--- config.mk ---
export PLATFORM = sky130hd
export DESIGN_NAME = hazard_scoreboard
export DESIGN_NICKNAME = d
export VERILOG_FILES = /design/src/rtl/hazard_scoreboard.sv
export SDC_FILE = /design/constraint.sdc
export NUM_CORES = 1
export LEC_CHECK = 0
export BUFFER_PORTS_ARGS = -buffer_cell sky130_fd_sc_hd__buf_2
export CAP_MARGIN = 20
export CORE_MARGIN = 2
export CORE_UTILIZATION = 48
export DETAILED_ROUTE_END_ITERATION = 10
export PLACE_DENSITY = 0.76
export SLEW_MARGIN = 30
export SYNTH_ARGS = -nofsm -noshare
export SYNTH_HDL_FRONTEND = slang
export SYNTH_SLANG_ARGS = --single-unit
--- constraint.sdc ---
create_clock -name clk -period 2.57 [get_ports clk]
set_input_delay 0.1285 -clock clk [delete_from_list [all_inputs] [get_ports clk]]
set_output_delay 0.1285 -clock clk [all_outputs]
set_load 0.03 [all_outputs]
--- src/rtl/hazard_scoreboard.sv ---
// hazard_scoreboard
//   Issue-gating unit between fetch and decode. A per-register pending-write
//   scoreboard detects RAW hazards and WAW overflow, a small FSM blocks issue
//   while a branch is unresolved, and a sticky HALT state blocks all issue
//   until reset. A held instruction leaves NOP_INST in decode for that cycle.
//   Field extraction (source/dest indices, branch/halt flags) is done
//   upstream, so nothing here depends on the ISA.
//
//   Build option: define WB_BYPASS_EN to let a source that is waiting on its
//   last outstanding write issue in the same cycle as that writeback. This
//   relies on the register file writing before it reads.
//
// Ports
//   clk, rst               clock, synchronous active-high reset
//   in_valid, in_inst      fetched instruction
//   rs_used/rs_idx         first source operand
//   rt_used/rt_idx         second source operand
//   wr_en/wr_idx           destination register
//   is_branch, is_halt     control-flow flags of the fetched instruction
//   wb_valid/wb_idx        writeback retiring one register write
//   br_resolve             one-cycle pulse: the outstanding branch is resolved
//   out_inst/out_valid     registered instruction to decode
//   stall                  combinational: hold PC/fetch this cycle
//   halted                 a halt has issued (sticky until rst)
//   err_underflow          sticky: writeback to a register with nothing pending
//
// FSM states
//   state  | meaning
//   IDLE   | normal issue, gated only by the scoreboard
//   SHADOW | branch issued, every fetch is held until br_resolve
//   HALT   | halt issued, every fetch is held; only rst leaves

module hazard_scoreboard #(
  parameter int          INST_W       = 16,
  parameter int          NUM_REGS     = 8,
  parameter int          REG_W        = 3,
  parameter int          MAX_INFLIGHT = 3,
  parameter int          CNT_W        = 2,
  parameter logic [INST_W-1:0] NOP_INST = 16'h0800
) (
  input  logic              clk,
  input  logic              rst,
  input  logic              in_valid,
  input  logic [INST_W-1:0] in_inst,
  input  logic              rs_used,
  input  logic [REG_W-1:0]  rs_idx,
  input  logic              rt_used,
  input  logic [REG_W-1:0]  rt_idx,
  input  logic              wr_en,
  input  logic [REG_W-1:0]  wr_idx,
  input  logic              is_branch,
  input  logic              is_halt,
  input  logic              wb_valid,
  input  logic [REG_W-1:0]  wb_idx,
  input  logic              br_resolve,
  output logic [INST_W-1:0] out_inst,
  output logic              out_valid,
  output logic              stall,
  output logic              halted,
  output logic              err_underflow
);

  localparam logic [1:0] IDLE   = 2'd0;
  localparam logic [1:0] SHADOW = 2'd1;
  localparam logic [1:0] HALT   = 2'd2;

  localparam logic [CNT_W-1:0] CNT_ONE = CNT_W'(1);
  localparam logic [CNT_W-1:0] CNT_MAX = CNT_W'(MAX_INFLIGHT);

  logic [1:0]        state;
  logic [1:0]        stateNext;
  logic [CNT_W-1:0]  pend [NUM_REGS];

  logic [CNT_W-1:0]  rsPend;
  logic [CNT_W-1:0]  rtPend;
  logic              rsHazard;
  logic              rtHazard;
  logic              rawHazard;
  logic              wawHazard;
  logic              issue;
  logic              underflowHit;
  logic [NUM_REGS-1:0] incVec;
  logic [NUM_REGS-1:0] decVec;

  logic [INST_W-1:0] outInstQ;
  logic              outValidQ;
  logic              errUnderflowQ;

  // ---------------------------------------------------------------------------
  // Hazard detection
  // ---------------------------------------------------------------------------
  always_comb begin
    rsPend   = pend[rs_idx];
    rtPend   = pend[rt_idx];
    rsHazard = rs_used && (rsPend != '0);
    rtHazard = rt_used && (rtPend != '0);
`ifdef WB_BYPASS_EN
    // The last outstanding write lands in the register file this cycle, ahead
    // of the read, so the operand is already good.
    if (rsHazard && (rsPend == CNT_ONE) && wb_valid && (wb_idx == rs_idx)) begin
      rsHazard = 1'b0;
    end
    if (rtHazard && (rtPend == CNT_ONE) && wb_valid && (wb_idx == rt_idx)) begin
      rtHazard = 1'b0;
    end
`endif
  end

  assign rawHazard = rsHazard || rtHazard;
  // The write is held while its counter is full; a writeback in the same cycle
  // does not help because the decision uses the current count.
  assign wawHazard = wr_en && (pend[wr_idx] == CNT_MAX);

  assign stall = in_valid && (rawHazard || wawHazard || (state != IDLE));
  assign issue = in_valid && !stall;

  // ---------------------------------------------------------------------------
  // Scoreboard
  // ---------------------------------------------------------------------------
  always_comb begin
    incVec = '0;
    decVec = '0;
    for (int r = 0; r < NUM_REGS; r++) begin
      incVec[r] = issue && wr_en && (wr_idx == REG_W'(r));
      decVec[r] = wb_valid && (wb_idx == REG_W'(r)) && (pend[r] != '0);
    end
  end

  assign underflowHit = wb_valid && (pend[wb_idx] == '0);

  always_ff @(posedge clk) begin
    if (rst) begin
      for (int r = 0; r < NUM_REGS; r++) begin
        pend[r] <= '0;
      end
    end else begin
      for (int r = 0; r < NUM_REGS; r++) begin
        // Issue and retire on the same register cancel out.
        case ({incVec[r], decVec[r]})
          2'b10:   pend[r] <= pend[r] + CNT_ONE;
          2'b01:   pend[r] <= pend[r] - CNT_ONE;
          default: pend[r] <= pend[r];
        endcase
      end
    end
  end

  always_ff @(posedge clk) begin
    if (rst) begin
      errUnderflowQ <= 1'b0;
    end else if (underflowHit) begin
      errUnderflowQ <= 1'b1;
    end
  end

  // ---------------------------------------------------------------------------
  // Control FSM
  // ---------------------------------------------------------------------------
  always_comb begin
    stateNext = state;
    case (state)
      IDLE: begin
        if (issue && is_halt) begin
          stateNext = HALT;
        end else if (issue && is_branch) begin
          stateNext = SHADOW;
        end
      end
      SHADOW: begin
        if (br_resolve) begin
          stateNext = IDLE;
        end
      end
      HALT:    stateNext = HALT;
      default: stateNext = IDLE;
    endcase
  end

  always_ff @(posedge clk) begin
    if (rst) begin
      state <= IDLE;
    end else begin
      state <= stateNext;
    end
  end

  // ---------------------------------------------------------------------------
  // Decode register
  // ---------------------------------------------------------------------------
  always_ff @(posedge clk) begin
    if (rst) begin
      outInstQ  <= NOP_INST;
      outValidQ <= 1'b0;
    end else if (issue) begin
      outInstQ  <= in_inst;
      outValidQ <= 1'b1;
    end else begin
      outInstQ  <= NOP_INST;
      outValidQ <= 1'b0;
    end
  end

  assign out_inst      = outInstQ;
  assign out_valid     = outValidQ;
  assign halted        = (state == HALT);
  assign err_underflow = errUnderflowQ;

endmodule

==> run metrics <==
CTS H-tree lvls 2; Horiz. Die Dim 72.97 µm; vias in the first global route 2,050; Max Cap Violations 0; failing checks setup timing; pin count of the biggest net entering global routing 46; Max VDD drop 0.3125 mV; Yosys top cell area share 21.04%; Pwr Density 454.3 nW/µm²; Routed WL per cell 17.09 µm; GR Overflow Total 0; clk root buf clkbuf_8; worst hold slack 0.01707 ns; CP Capture Type register; CP arrival 2.74 ns; crit path launch type register; CORE AREA 4661 µm²; Worst Path Max Fanout 8; FMAX 368.7 MHz; Yosys reg bits 36; setup repair after global routing missed its margin yes; Final min period 2.712 ns; cell area after layout 3279 µm²; Max stage delay on crit path 0.46 ns; CP Class register to register; top cells by count, synth nor2_1 (33), nor3_1 (25), dfxtp_1 (20), ha_1 (17); Num CTS Buffers 5; ys async rst share 0%; most numerous cell in the Yosys netlist nor2_1; family with the most delay on the worst path simple AND/OR/NAND/NOR gates; Vias/cell 5.824; ys flop type dfxtp_1; area of the die 5325 µm²; clock slew at reported path FFs 0.08 ns; layout cells sized above 1 46.22%; leak pwr 1.369 nW; RePlAce Congestion 0.9139; Tightest Hold Check Type input pin to register; Final Max Slew Viols 0; FP Rows 25; FILL cells 350; nets 398; drt drc 0; synth unique cells 40; WL final 6800 µm; Initial Utilization 48.99%; # diodes 0; placed cell count 375; drt pass-1 iters 5; EDFF count, synth 16; ranking of synthesized cells by area edfxtp_1 (21%), dfxtp_1 (18%), ha_1 (9.3%); CP max-delay cell edfxtp_1; Seq/Total Area, Yosys 38.58%; Mapped Cells 252; Worst-Margin Slew 0.7379 ns; status finished with violations; GRT Overall Usage 23.33%; CP Cell Sequence nor4_2 > a311oi_1 > a22oi_1 > and4_4 > nand3_4 > nor4_2 > ha_1 > nor2_2 > nor3_2 > a21oi_1 > nor2_1; final worst slack -0.1421 ns; Final Hold Viols 0; Setup Skew 0.005979 ns; Mean Syn Cell Area 9.061 µm²; crit path buf inv count 0; final period utilization 105.5%; Chip Height 72.97 µm; I/O pin total 58; CTS tree yes; max_slew headroom 50.81%; Setup-failing EPs final 25; Initial DRC Count 176; Via Count 2,318; CP most frequent cell nor4_2; maximum clock insertion buffer count 2; antenna-violating nets left 0; first-pass GRT wire length 9494 µm; synth-to-layout area growth 43.62%; Finished Layout Cells 398; Clock Latency Late Sink 0.29 ns; synth warn 0; clock sink count 36; I/O Buffers 57; initial antenna violation count 0; Synth Cell Area 2283 µm²; Detail Placement HPWL 4355 µm; area leader, netlist edfxtp_1; area post-placement 2753 µm²; syn_nets 307; CP required 2.60 ns
per-layer routing:
metal | GRT usage (%) | part of all wire (%) | up-vias
li1 | - | - | 1099
met1 | 30.12 | 40 | 1098
met5 | 0 | 0 | -
met4 | 9.053 | 3.3 | 0
met3 | 5.249 | 6.7 | 23
met2 | 37.98 | 50 | 98
sequential cells by signal, indices dropped and copies added, names as in the netlist:
register and flops:
out_inst 16, state 2, out_valid 1, err_underflow 1
pend 16
cells in the final DEF (no fill, tap or decap), types with 3 or more instances in the layout:
master    instances
a21oi_1           8
a311oi_1          3
buf_2            57
buf_4            33
buf_6             3
clkbuf_8          5
dfxtp_1          20
edfxtp_1         16
ha_1              8
ha_2              3
ha_4              6
inv_1            11
nand2_1          13
nand2b_1          8
nand3_1           5
nor2_1           25
nor2_2            5
nor2_4            3
nor3_1           14
nor3_2           10
nor3b_1          16
nor4_2            3
nor4b_2           3
o21ai_0           4
o21bai_1          3
o21bai_2          6
or3_1            11
xnor2_1           6
final timing paths:
kind / depth (start not counted) / start / endpoint / slack [ns]
worst max register to register: 11 / pend[4][0]$_SDFFCE_PN0P_ / pend[0][1]$_SDFFCE_PN0P_ / -0.14
worst min register to register: 2 / err_underflow$_SDFFE_PP0P_ / err_underflow$_SDFFE_PP0P_ / 0.47
worst min-delay path: 2 / in_inst[11] / out_inst[11]$_SDFF_PP1_ / 0.02
worst max-delay path: 11 / pend[4][0]$_SDFFCE_PN0P_ / pend[0][1]$_SDFFCE_PN0P_ / -0.14
stage by stage:
step	TNS, ns	utilization (%)	total power [W]	setup slack, ns
2_1_floorplan	0	-	0.0008673	0.1332
3_3_place_gp	-1.622	59.06	0.0009881	-0.1469
3_5_place_dp	-4.091	59.06	0.0009973	-0.2289
4_1_cts	-0.06449	63.17	0.001429	-0.02383
5_1_grt	-2.692	70.36	0.001553	-0.2736
6_report	-1.109	70.36	0.001490	-0.1421
where the power goes:
part           switching (W)  internal [W]
Sequential         0.0000283      0.000635
Clock               0.000217      0.000189
Combinational       0.000229      0.000191
what timing repair did:
item                       CTS  global route
gates cloned                 1             0
setup buffers                4            10
hold buffers                 0             0
pin swaps                    6            25
setup endpoints to repair   30            30
gates resized for setup     13            52
kinds of logic after synthesis:
family	count (synthesis)	share of synthesized area, %
AOI/OAI and AO/OA	32	9.644
xor gates and xnor gates	9	3.452
adders and majority gates	17	9.315
buffers and inverters	22	4.109
DFF	36	38.58
muxes	4	2.959
and+or+nand+nor	132	31.95
cell type report:
class | instances | area [µm²] | area share, %
clock buffers | 5 | 68.82 | 2.098
clock inverters | 3 | 18.77 | 0.5723
inverters | 12 | 45.04 | 1.374
multi-input cells | 195 | 1632 | 49.75
flip-flops and latches | 36 | 880.8 | 26.86
well taps | 54 | 67.56 | 2.060
repair buffers | 93 | 566.8 | 17.28
Power figures use the tool's default switching activity.
